`src/rtl/fetch_pkg.sv`:
```
// Shared types and constants for the instruction-fetch line buffer.
// Optional per-slot fault reporting is enabled with FETCH_FAULT_EN.
package fetch_pkg;

    typedef enum logic [1:0] {
        S_REQ   = 2'd0,
        S_FILL  = 2'd1,
        S_DRAIN = 2'd2,
        S_FLUSH = 2'd3
    } fetch_state_t;

    localparam logic [1:0] AXI_BURST_WRAP = 2'd2;
    localparam logic [2:0] AXI_SIZE_8B    = 3'd3;
    localparam logic [2:0] FETCH_ARPROT   = 3'h6;
    localparam int         LINE_BYTES     = 64;

    // Beat N of a wrapping burst lands N slots after the critical slot.
    function automatic logic [2:0] wrap_slot(input logic [2:0] base, input logic [2:0] ofs);
        return base + ofs;
    endfunction

endpackage

```
`src/rtl/fetch_line_store.sv`:
```
// 8 x 64-bit line storage with per-slot valid bits (and fault bits when
// FETCH_FAULT_EN is defined); wrap-indexed write, bulk clear, combinational read.
module fetch_line_store (
    input  logic        clk,
    input  logic        reset,
    input  logic        clear,
    input  logic        wr_en,
    input  logic [2:0]  wr_base,
    input  logic [2:0]  wr_offset,
    input  logic [63:0] wr_data,
`ifdef FETCH_FAULT_EN
    input  logic        wr_fault,
    output logic        rd_fault,
`endif
    input  logic [2:0]  rd_slot,
    output logic [63:0] rd_data,
    output logic        rd_valid
);
    import fetch_pkg::*;

    logic [63:0] data_r [8];
    logic [7:0]  valid_r;
    logic [2:0]  wr_slot_s;

    assign wr_slot_s = wrap_slot(wr_base, wr_offset);

    // Data array; contents are qualified by the valid bits, so no reset.
    always_ff @(posedge clk) begin
        if (wr_en) begin
            data_r[wr_slot_s] <= wr_data;
        end
    end

    // Per-slot valid bits.
    always_ff @(posedge clk) begin
        if (reset || clear) begin
            valid_r <= 8'h00;
        end else if (wr_en) begin
            valid_r[wr_slot_s] <= 1'b1;
        end
    end

`ifdef FETCH_FAULT_EN
    logic [7:0] fault_r;

    // Per-slot fault bits captured from the beat response.
    always_ff @(posedge clk) begin
        if (reset || clear) begin
            fault_r <= 8'h00;
        end else if (wr_en) begin
            fault_r[wr_slot_s] <= wr_fault;
        end
    end

    assign rd_fault = fault_r[rd_slot];
`endif

    assign rd_data  = data_r[rd_slot];
    assign rd_valid = valid_r[rd_slot];

endmodule

```
`src/rtl/fetch_line_buffer.sv`:
```
// Fetch front end: one critical-word-first AXI wrap burst per line, streamed to
// decode as 32-bit instructions. FETCH_FAULT_EN adds the inst_fault output.
module fetch_line_buffer #(
    parameter int ID_WIDTH   = 13,
    parameter int ADDR_WIDTH = 64,
    parameter int DATA_WIDTH = 64,
    parameter int LINE_BEATS = 8,
    parameter int AXI_ID     = 0
) (
    input  logic                  clk,
    input  logic                  reset,
    input  logic [ADDR_WIDTH-1:0] entry,
    input  logic                  redirect_valid,
    input  logic [ADDR_WIDTH-1:0] redirect_pc,
    output logic [ID_WIDTH-1:0]   m_axi_arid,
    output logic [ADDR_WIDTH-1:0] m_axi_araddr,
    output logic [7:0]            m_axi_arlen,
    output logic [2:0]            m_axi_arsize,
    output logic [1:0]            m_axi_arburst,
    output logic                  m_axi_arlock,
    output logic [3:0]            m_axi_arcache,
    output logic [2:0]            m_axi_arprot,
    output logic                  m_axi_arvalid,
    input  logic                  m_axi_arready,
    input  logic [DATA_WIDTH-1:0] m_axi_rdata,
    input  logic [1:0]            m_axi_rresp,
    input  logic                  m_axi_rlast,
    input  logic                  m_axi_rvalid,
    output logic                  m_axi_rready,
`ifdef FETCH_FAULT_EN
    output logic                  inst_fault,
`endif
    output logic                  inst_valid,
    input  logic                  inst_ready,
    output logic [31:0]           inst,
    output logic [ADDR_WIDTH-1:0] inst_pc
);
    import fetch_pkg::*;

    localparam int         LINE_WORDS = LINE_BYTES / 4;
    localparam logic [3:0] LAST_WORD  = 4'(LINE_WORDS - 1);

    fetch_state_t          state_r, state_s;
    logic [ADDR_WIDTH-1:0] pc_r, pc_s, araddr_r;
    logic                  arvalid_r, rready_r, line_end_r, redir_pend_r;
    logic [2:0]            cnt_r;
    logic                  ar_hs_s, r_hs_s, rlast_hs_s, inst_hs_s, end_hs_s;
    logic                  emit_s, fill_wr_s, slot_valid_s;
    logic [63:0]           slot_data_s;
    logic [31:0]           half_s;
    logic                  unused_s;

    assign ar_hs_s    = arvalid_r & m_axi_arready;
    assign r_hs_s     = m_axi_rvalid & rready_r;
    assign rlast_hs_s = r_hs_s & m_axi_rlast;
    assign fill_wr_s  = (state_r == S_FILL) & r_hs_s;

    // Once the last word of the line is consumed mid-fill, pc points into the
    // next line and the stale slots must not be shown to decode.
    assign emit_s     = ((state_r == S_FILL) || (state_r == S_DRAIN)) && slot_valid_s
                        && !line_end_r && !redirect_valid;
    assign inst_hs_s  = emit_s & inst_ready;
    assign end_hs_s   = inst_hs_s && (pc_r[5:2] == LAST_WORD);

    // Next pc: redirect beats consumption.
    always_comb begin
        pc_s = pc_r;
        if (redirect_valid) begin
            pc_s = {redirect_pc[ADDR_WIDTH-1:2], 2'b00};
        end else if (inst_hs_s) begin
            pc_s = pc_r + ADDR_WIDTH'(4);
        end else begin
            pc_s = pc_r;
        end
    end

    // Next-state logic.
    always_comb begin
        state_s = state_r;
        case (state_r)
            S_REQ: begin
                if (ar_hs_s) begin
                    state_s = (redirect_valid || redir_pend_r) ? S_FLUSH : S_FILL;
                end else begin
                    state_s = S_REQ;
                end
            end
            S_FILL: begin
                if (redirect_valid) begin
                    state_s = rlast_hs_s ? S_REQ : S_FLUSH;
                end else if (rlast_hs_s) begin
                    state_s = (line_end_r || end_hs_s) ? S_REQ : S_DRAIN;
                end else begin
                    state_s = S_FILL;
                end
            end
            S_DRAIN: begin
                if (redirect_valid || end_hs_s || !slot_valid_s) begin
                    state_s = S_REQ;
                end else begin
                    state_s = S_DRAIN;
                end
            end
            S_FLUSH: begin
                if (rlast_hs_s) begin
                    state_s = S_REQ;
                end else begin
                    state_s = S_FLUSH;
                end
            end
            default: state_s = S_REQ;
        endcase
    end

    // Control and address registers.
    always_ff @(posedge clk) begin
        if (reset) begin
            state_r      <= S_REQ;
            pc_r         <= {entry[ADDR_WIDTH-1:2], 2'b00};
            araddr_r     <= {entry[ADDR_WIDTH-1:3], 3'b000};
            arvalid_r    <= 1'b0;
            rready_r     <= 1'b0;
            cnt_r        <= 3'd0;
            line_end_r   <= 1'b0;
            redir_pend_r <= 1'b0;
        end else begin
            state_r   <= state_s;
            pc_r      <= pc_s;
            arvalid_r <= (state_r == S_REQ) && !ar_hs_s;
            if ((state_s == S_REQ) && (state_r != S_REQ)) begin
                araddr_r <= {pc_s[ADDR_WIDTH-1:3], 3'b000};
            end
            if (ar_hs_s) begin
                rready_r     <= 1'b1;
                cnt_r        <= 3'd0;
                line_end_r   <= 1'b0;
                redir_pend_r <= 1'b0;
            end else begin
                if (rlast_hs_s) begin
                    rready_r <= 1'b0;
                end
                if (fill_wr_s) begin
                    cnt_r <= cnt_r + 3'd1;
                end
                if ((state_r == S_FILL) && end_hs_s) begin
                    line_end_r <= 1'b1;
                end
                if ((state_r == S_REQ) && redirect_valid) begin
                    redir_pend_r <= 1'b1;
                end
            end
        end
    end

`ifdef FETCH_FAULT_EN
    logic slot_fault_s;
    assign unused_s = ^{entry[1:0], redirect_pc[1:0]};
`else
    assign unused_s = ^{entry[1:0], redirect_pc[1:0], m_axi_rresp};
`endif

    fetch_line_store u_store (
        .clk       (clk),
        .reset     (reset),
        .clear     (ar_hs_s),
        .wr_en     (fill_wr_s),
        .wr_base   (araddr_r[5:3]),
        .wr_offset (cnt_r),
        .wr_data   (m_axi_rdata[63:0]),
`ifdef FETCH_FAULT_EN
        .wr_fault  (m_axi_rresp != 2'b00),
        .rd_fault  (slot_fault_s),
`endif
        .rd_slot   (pc_r[5:3]),
        .rd_data   (slot_data_s),
        .rd_valid  (slot_valid_s)
    );

    assign half_s = pc_r[2] ? slot_data_s[63:32] : slot_data_s[31:0];

`ifdef FETCH_FAULT_EN
    assign inst       = slot_fault_s ? 32'h0 : half_s;
    assign inst_fault = emit_s & slot_fault_s;
`else
    assign inst       = half_s;
`endif
    assign inst_valid = emit_s;
    assign inst_pc    = pc_r;

    assign m_axi_arid    = ID_WIDTH'(AXI_ID);
    assign m_axi_araddr  = araddr_r;
    assign m_axi_arlen   = 8'(LINE_BEATS - 1);
    assign m_axi_arsize  = AXI_SIZE_8B;
    assign m_axi_arburst = AXI_BURST_WRAP;
    assign m_axi_arlock  = 1'b0;
    assign m_axi_arcache = 4'h0;
    assign m_axi_arprot  = FETCH_ARPROT;
    assign m_axi_arvalid = arvalid_r;
    assign m_axi_rready  = rready_r;

endmodule

```
`config.mk`:
```
export PLATFORM = sky130hd
export DESIGN_NAME = fetch_line_buffer
export DESIGN_NICKNAME = d
export VERILOG_FILES = /design/src/rtl/fetch_pkg.sv /design/src/rtl/fetch_line_store.sv /design/src/rtl/fetch_line_buffer.sv
export SDC_FILE = /design/constraint.sdc
export NUM_CORES = 1
export LEC_CHECK = 0
export ABC_AREA = 1
export CORE_ASPECT_RATIO = 2
export CORE_MARGIN = 2
export CORE_UTILIZATION = 35
export DETAILED_ROUTE_END_ITERATION = 10
export PLACE_DENSITY_LB_ADDON = 0.3
export SYNTH_ARGS = -nofsm -noshare
export SYNTH_HDL_FRONTEND = slang
export SYNTH_SLANG_ARGS = --single-unit
```
`constraint.sdc`:
```
create_clock -name clk -period 6.7 [get_ports clk]
set_input_delay 1.34 -clock clk [delete_from_list [all_inputs] [get_ports clk]]
set_output_delay 1.34 -clock clk [all_outputs]
set_load 0.01 [all_outputs]
```
Word level (Yosys, flattened, before mapping)
Memory sizes are Yosys's and may differ from the RTL's. A register that Yosys moved wholly into a read port is not among the register bits.
Index checks and enable logic that the tools add are counted.
- bits in registers: 142
- memory bits (writable): 512
- input port bits: 201
- output and inout port bits: 197
- logic and storage cells: 77
- memories: 1
- memories (name ; depth ; width ; rd ports ; clocked after memory_dff ; write ports ; RTL line ; source):
    u_store.data_r ; 8 ; 64 ; 1 ; 1 ; 1 ; fetch_line_store.sv:21 ; logic [63:0] data_r [8];
- add/sub/neg operators: 3
- order comparisons: 3
- equal/unequal tests: 4
- multiplexer cells: 22
- bitwise logic cells: 6
- reductions and logical operators: 27
- operators with widths (operator ; count):
    $mux 64 ; 5
    $add 64x3->64 const B ; 1
    $mux 32 ; 1
    $mux 2 ; 7
    $logic_and 1x1->1 ; 9
    $lt 3x4->1 const B ; 2
    $or 8x8->8 ; 1
    $pmux 2 s4 ; 1
    $logic_or 1x1->1 ; 6
    $mux 1 ; 6
    $reduce_bool 2->1 ; 3
    $and 1x1->1 ; 5
    $eq 2x2->1 const B ; 2
    $eq 4x4->1 const B ; 1
    $logic_not 1->1 ; 4
    $logic_not 2->1 ; 2
    $reduce_or 2->1 ; 2
    $add 3x1->3 const B ; 1
    $add 3x3->3 ; 1
    $bmux 1 s3 ; 1
    $demux 1 s3 ; 1
    $ge 3x1->1 const B ; 1
    $reduce_bool 3->1 ; 1
    $eq 2x1->1 const B ; 1

Longest topological paths before layout
- depth after elaboration: 16
- gate-level depth with buffers: 15
- gate-level depth less buffers: 14

Cells and area by module
Synthesis repeated with hierarchy kept, for this count alone.
- cells, all modules: 2652
- area, all modules: 27898.0 um^2
- modules (own cells, without submodules) (module ; instances ; cells an instance ; area each (um^2) ; seq. area each (um^2)):
    fetch_line_store ; 1 ; 1521 ; 20126.8 ; 15534.9
    fetch_line_buffer ; 1 ; 1131 ; 7771.2 ; 3263.1

Worst setup path before layout
No wires, ideal clock.
- path type: input-to-reg
- start point: in redirect_valid
- end point: reg araddr_r[10] (netlist: m_axi_araddr[10]) (enable)
- setup time: 0.492 ns
- arrival time: 5.194 ns
- data required time: 6.208 ns
- setup slack: 1.013 ns
- stages on the path: 10
- path buffers: 1
- cell sequence: buf_2 -> inv_2 -> nand2_1 -> nor2_1 -> nand4_1 -> a21boi_0 -> nand2_1 -> nand2_1 -> nand2_1 -> o21bai_1
- longest elaborated chain between the ends: 12
- elaborated cells between the ends (all ways): 18
- those cells by class: mux: 7; bitwise: 1; reduce/logical: 10
- RTL lines (item ; RTL line ; source):
    start: declaration ; fetch_line_buffer.sv:13 ; input logic redirect_valid,
    $logic_not 1->1 ; fetch_line_buffer.sv:61 ; && !line_end_r && !redirect_valid;
    $logic_and 1x1->1 ; fetch_line_buffer.sv:61 ;
    $and 1x1->1 ; fetch_line_buffer.sv:62 ; assign inst_hs_s = emit_s & inst_ready;
    $logic_and 1x1->1 ; fetch_line_buffer.sv:63 ; assign end_hs_s = inst_hs_s && (pc_r[5:2] == LAST_WORD);
    $logic_or 1x1->1 ; fetch_line_buffer.sv:92 ; state_s = (line_end_r || end_hs_s) ? S_REQ : S_DRAIN;
    $mux 2 ; fetch_line_buffer.sv:92 ;
    $mux 2 ; fetch_line_buffer.sv:91 ; end else if (rlast_hs_s) begin
    $mux 2 ; fetch_line_buffer.sv:89 ; if (redirect_valid) begin
    $pmux 2 s4 * ; fetch_line_buffer.sv:80 ; case (state_r)
    $logic_not 2->1 * ; fetch_line_buffer.sv:130 ; if ((state_s == S_REQ) && (state_r != S_REQ)) begin
    $logic_and 1x1->1 * ; fetch_line_buffer.sv:130 ;
    $reduce_bool 2->1 (no source line) * ; n/a ;
    end signal: assignment ; fetch_line_buffer.sv:120 ; araddr_r <= {entry[ADDR_WIDTH-1:3], 3'b000};
    end signal: assignment ; fetch_line_buffer.sv:131 ; araddr_r <= {pc_s[ADDR_WIDTH-1:3], 3'b000};
    end: declaration ; fetch_line_buffer.sv:44 ; logic [ADDR_WIDTH-1:0] pc_r, pc_s, araddr_r;
Mark *: on every way between the ends. The rest lies on a longest branch, timed or not.
A chain may end at the register's enable or synchronous reset.

==> impl_metrics.env <==
export IMPL_htree_num_levels=2
export IMPL_fin_worst_skew_ps=41.79
export IMPL_end_kind="output pin"
export IMPL_tightest_slew_ps=1263
export IMPL_synth_commonest_cells="edfxtp_1 (574), nand2_1 (371), nor2_1 (324)"
export IMPL_ctsResizeCount=0
export IMPL_clk_pin_slew_worst_paths_ps=80
export IMPL_clockRootBuffer="clkbuf_16"
export IMPL_drt_iter0_markers=1516
export IMPL_vias=20270
export IMPL_ios=398
export IMPL_synth_top_area_share_pct=62.80
export IMPL_die_x_um=202.0
export IMPL_dp_hpwl_mm=58.69
export IMPL_slowest_stage="buf_4"
export IMPL_cellLeakagePower_uw=0.01135
export IMPL_slowest_delay_ps=890
export IMPL_drt_pass1_iterations=5
export IMPL_hold_depth=2
export IMPL_grt_pass1_wl_mm=131.1
export IMPL_routedWlPerCell_um=23.86
export IMPL_rsz0062_at_grt="false"
export IMPL_cts_setup_buffers=0
export IMPL_place_area_um2=31890
export IMPL_yosysTopAreaCell="edfxtp_1"
export IMPL_grt_max_degree=199
export IMPL_ant_nets=0
export IMPL_io_buffers=352
export IMPL_place_gp_congestion=0.9742
export IMPL_crit_top_cell="o21ai_0"
export IMPL_syn_area_um2=27450
export IMPL_hold_viol=0
export IMPL_min_period_over_period_pct=81.60
export IMPL_synthTopCellsByArea="edfxtp_1 (63%), dfxtp_1 (5.7%), o21ai_0 (5.1%), nand2_1 (5.1%), nor2_1 (4.4%)"
export IMPL_drive_above_1_share_pct=5.940
export IMPL_viasPerCell=5.319
export IMPL_drcViolationCount=0
export IMPL_nets=2941
export IMPL_ys_async_sr_fraction_pct=0
export IMPL_die_y_um=400.0
export IMPL_fin_util_pct=43.43
export IMPL_final_max_slew_viol_count=0
export IMPL_wirelength_mm=90.93
export IMPL_areaGrowthSynthToFinish_pct=23.15
export IMPL_worstPathArrival_ps=4130
export IMPL_critPathMaxFanout=103
export IMPL_core_area_um2=77830
export IMPL_syn_area_per_cell_um2=11.31
export IMPL_antenna_found_initial=15
export IMPL_fin_crit_ps=5467
export IMPL_ys_types=44
export IMPL_rows=145
export IMPL_grt_overflow=0
export IMPL_hold_path_class="flop to flop"
export IMPL_postCtsHoldBufs=0
export IMPL_synth_edf_count=574
export IMPL_die_area_um2=80810
export IMPL_p_per_area_nw_per_um2=269.1
export IMPL_cp_cell_sequence="inv_6, buf_4, o21ai_0, o22ai_1, o21ai_0, o21ai_0, clkdlybuf4s50_1"
export IMPL_rr_worst_depth=11
export IMPL_fin_tns_setup_ps=0
export IMPL_max_freq_ghz=0.1829
export IMPL_status="finished clean"
export IMPL_cts_tree="done"
export IMPL_clk_latency_ps=650
export IMPL_grt_pass1_vias=20290
export IMPL_relSlewSlack_pct=15.59
export IMPL_clock_sinks=652
export IMPL_peakVddDrop_mv=0.2360
export IMPL_synth_seq_cells=652
export IMPL_cp_start_kind="flop"
export IMPL_yosysWarnings=0
export IMPL_finalSetupViolCount=0
export IMPL_cts_buffers=56
export IMPL_gr_usage_all_layers_pct=21.89
export IMPL_layout_cells_non_filler=3811
export IMPL_path_class="flop to output pin"
export IMPL_drv_cap=0
export IMPL_initial_utilization_pct=35.26
export IMPL_design_area_um2=33800
export IMPL_clockBufferDepth=3
export IMPL_ys_dominant_reg_cell="edfxtp_1"
export IMPL_nFillCells=7182
export IMPL_crit_required_ps=5360
export IMPL_synth_most_common_cell="edfxtp_1"
export IMPL_dp_cells=3702
export IMPL_netlist_instances=2427
export IMPL_synth_seq_area_share_pct=68.49
-- through the flow --
stage	hold WS (ps)	total power (uW)	worst slack, ps
5_1_grt	489.7	9385	855.6
4_1_cts	464.1	9163	1195
2_1_floorplan	431.6	5217	1013
3_3_place_gp	445.1	5814	1943
6_report	465.2	9094	1233
3_5_place_dp	451.2	5829	1905
-- cells in the final DEF, fill, tap and decap left out, types with 7 or more instances in the layout --
master           synthesis  routed
dfxtp_1                 78      75
inv_1                   87      86
o22ai_1                 64      64
nand4_1                 13      13
nor3_1                  26      26
xnor2_1                 15      15
a21oi_1                155     155
edfxtp_1               574     574
xor2_1                  38      38
nor2_1                 324     316
clkbuf_16                0      57
nand3_1                 62      62
o21ai_1                 38      38
o211ai_1                12      12
clkdlybuf4s50_1          0     350
clkinv_2                 0      13
clkinv_1                 0      10
ha_1                     8       8
buf_4                   44      32
o21ai_0                282     282
nand2_1                371     370
o221ai_1                64      64
conb_1                   2      39
clkbuf_1               100       7
nor2_4                   2      10
-- worst paths after layout --
| check | start | endpoint | slack [ps] |
|---|---|---|---|
| setup / recovery | inst_pc[3] | inst[12] | 1230 |
| setup reg to reg | inst_pc[4] | m_axi_araddr[52] | 2510 |
| hold / removal | u_store.valid_r[3] | u_store.valid_r[3] | 470 |
| hold reg to reg | u_store.valid_r[3] | u_store.valid_r[3] | 470 |
-- cells by family (layout without fill, tap and decap cells) --
family,after synthesis,in the layout,synth area share (%)
compound gates,622,622,12.72
xor+xnor,53,53,1.691
fa+ha+maj,9,9,0.4377
buf+inv,270,584,4.481
flops,652,652,68.49
other cells,2,43,0.02736
simple gates,819,819,12.15
-- sequential cells by signal, indices dropped and copies added, names as in the netlist --
register,cells
u_store.data_r,512
line_end_r,1
m_axi_rready,1
inst_pc,62
cnt_r,3
u_store.valid_r,8
m_axi_araddr,61
m_axi_arvalid,1
redir_pend_r,1
state_r,2
-- critical path, delay by kind of cell (launching register included) --
family,cells,cell delay (ps)
buffers and inverters,3,2050
AOI/OAI and AO/OA,4,910
DFF,1,380
-- power by group --
group / leakage, uW / internal, uW / total [uW] / switching [uW]
registers: 0.00587 / 4500 / 4590 / 90.7
clock network: 0.000913 / 1820 / 3350 / 1530
logic: 0.00457 / 473 / 1150 / 674
total: 0.0114 / 6800 / 9090 / 2300
-- area by class of cell --
cell class                 instances  area, um^2  area share, %
clock buffer                      65        1466          4.339
inverter                          93       354.1          1.048
sequential                       652       18810          55.64
antenna                            4       10.01        0.02961
timing repair buffer             386        3809          11.27
multi-input combinational       1542        7635          22.59
tap                             1029        1287          3.809
clock inverter                    40       431.7          1.277
-- layer usage --
| layer | part of all wire [%] | track usage [%] |
|---|---|---|
| met1 | 36 | 24.19 |
| met2 | 50 | 39.05 |
| met3 | 7.8 | 4.356 |
| met4 | 6.0 | 12.61 |
| met5 | 0.12 | 0 |
(Power assumes the default switching activity.)
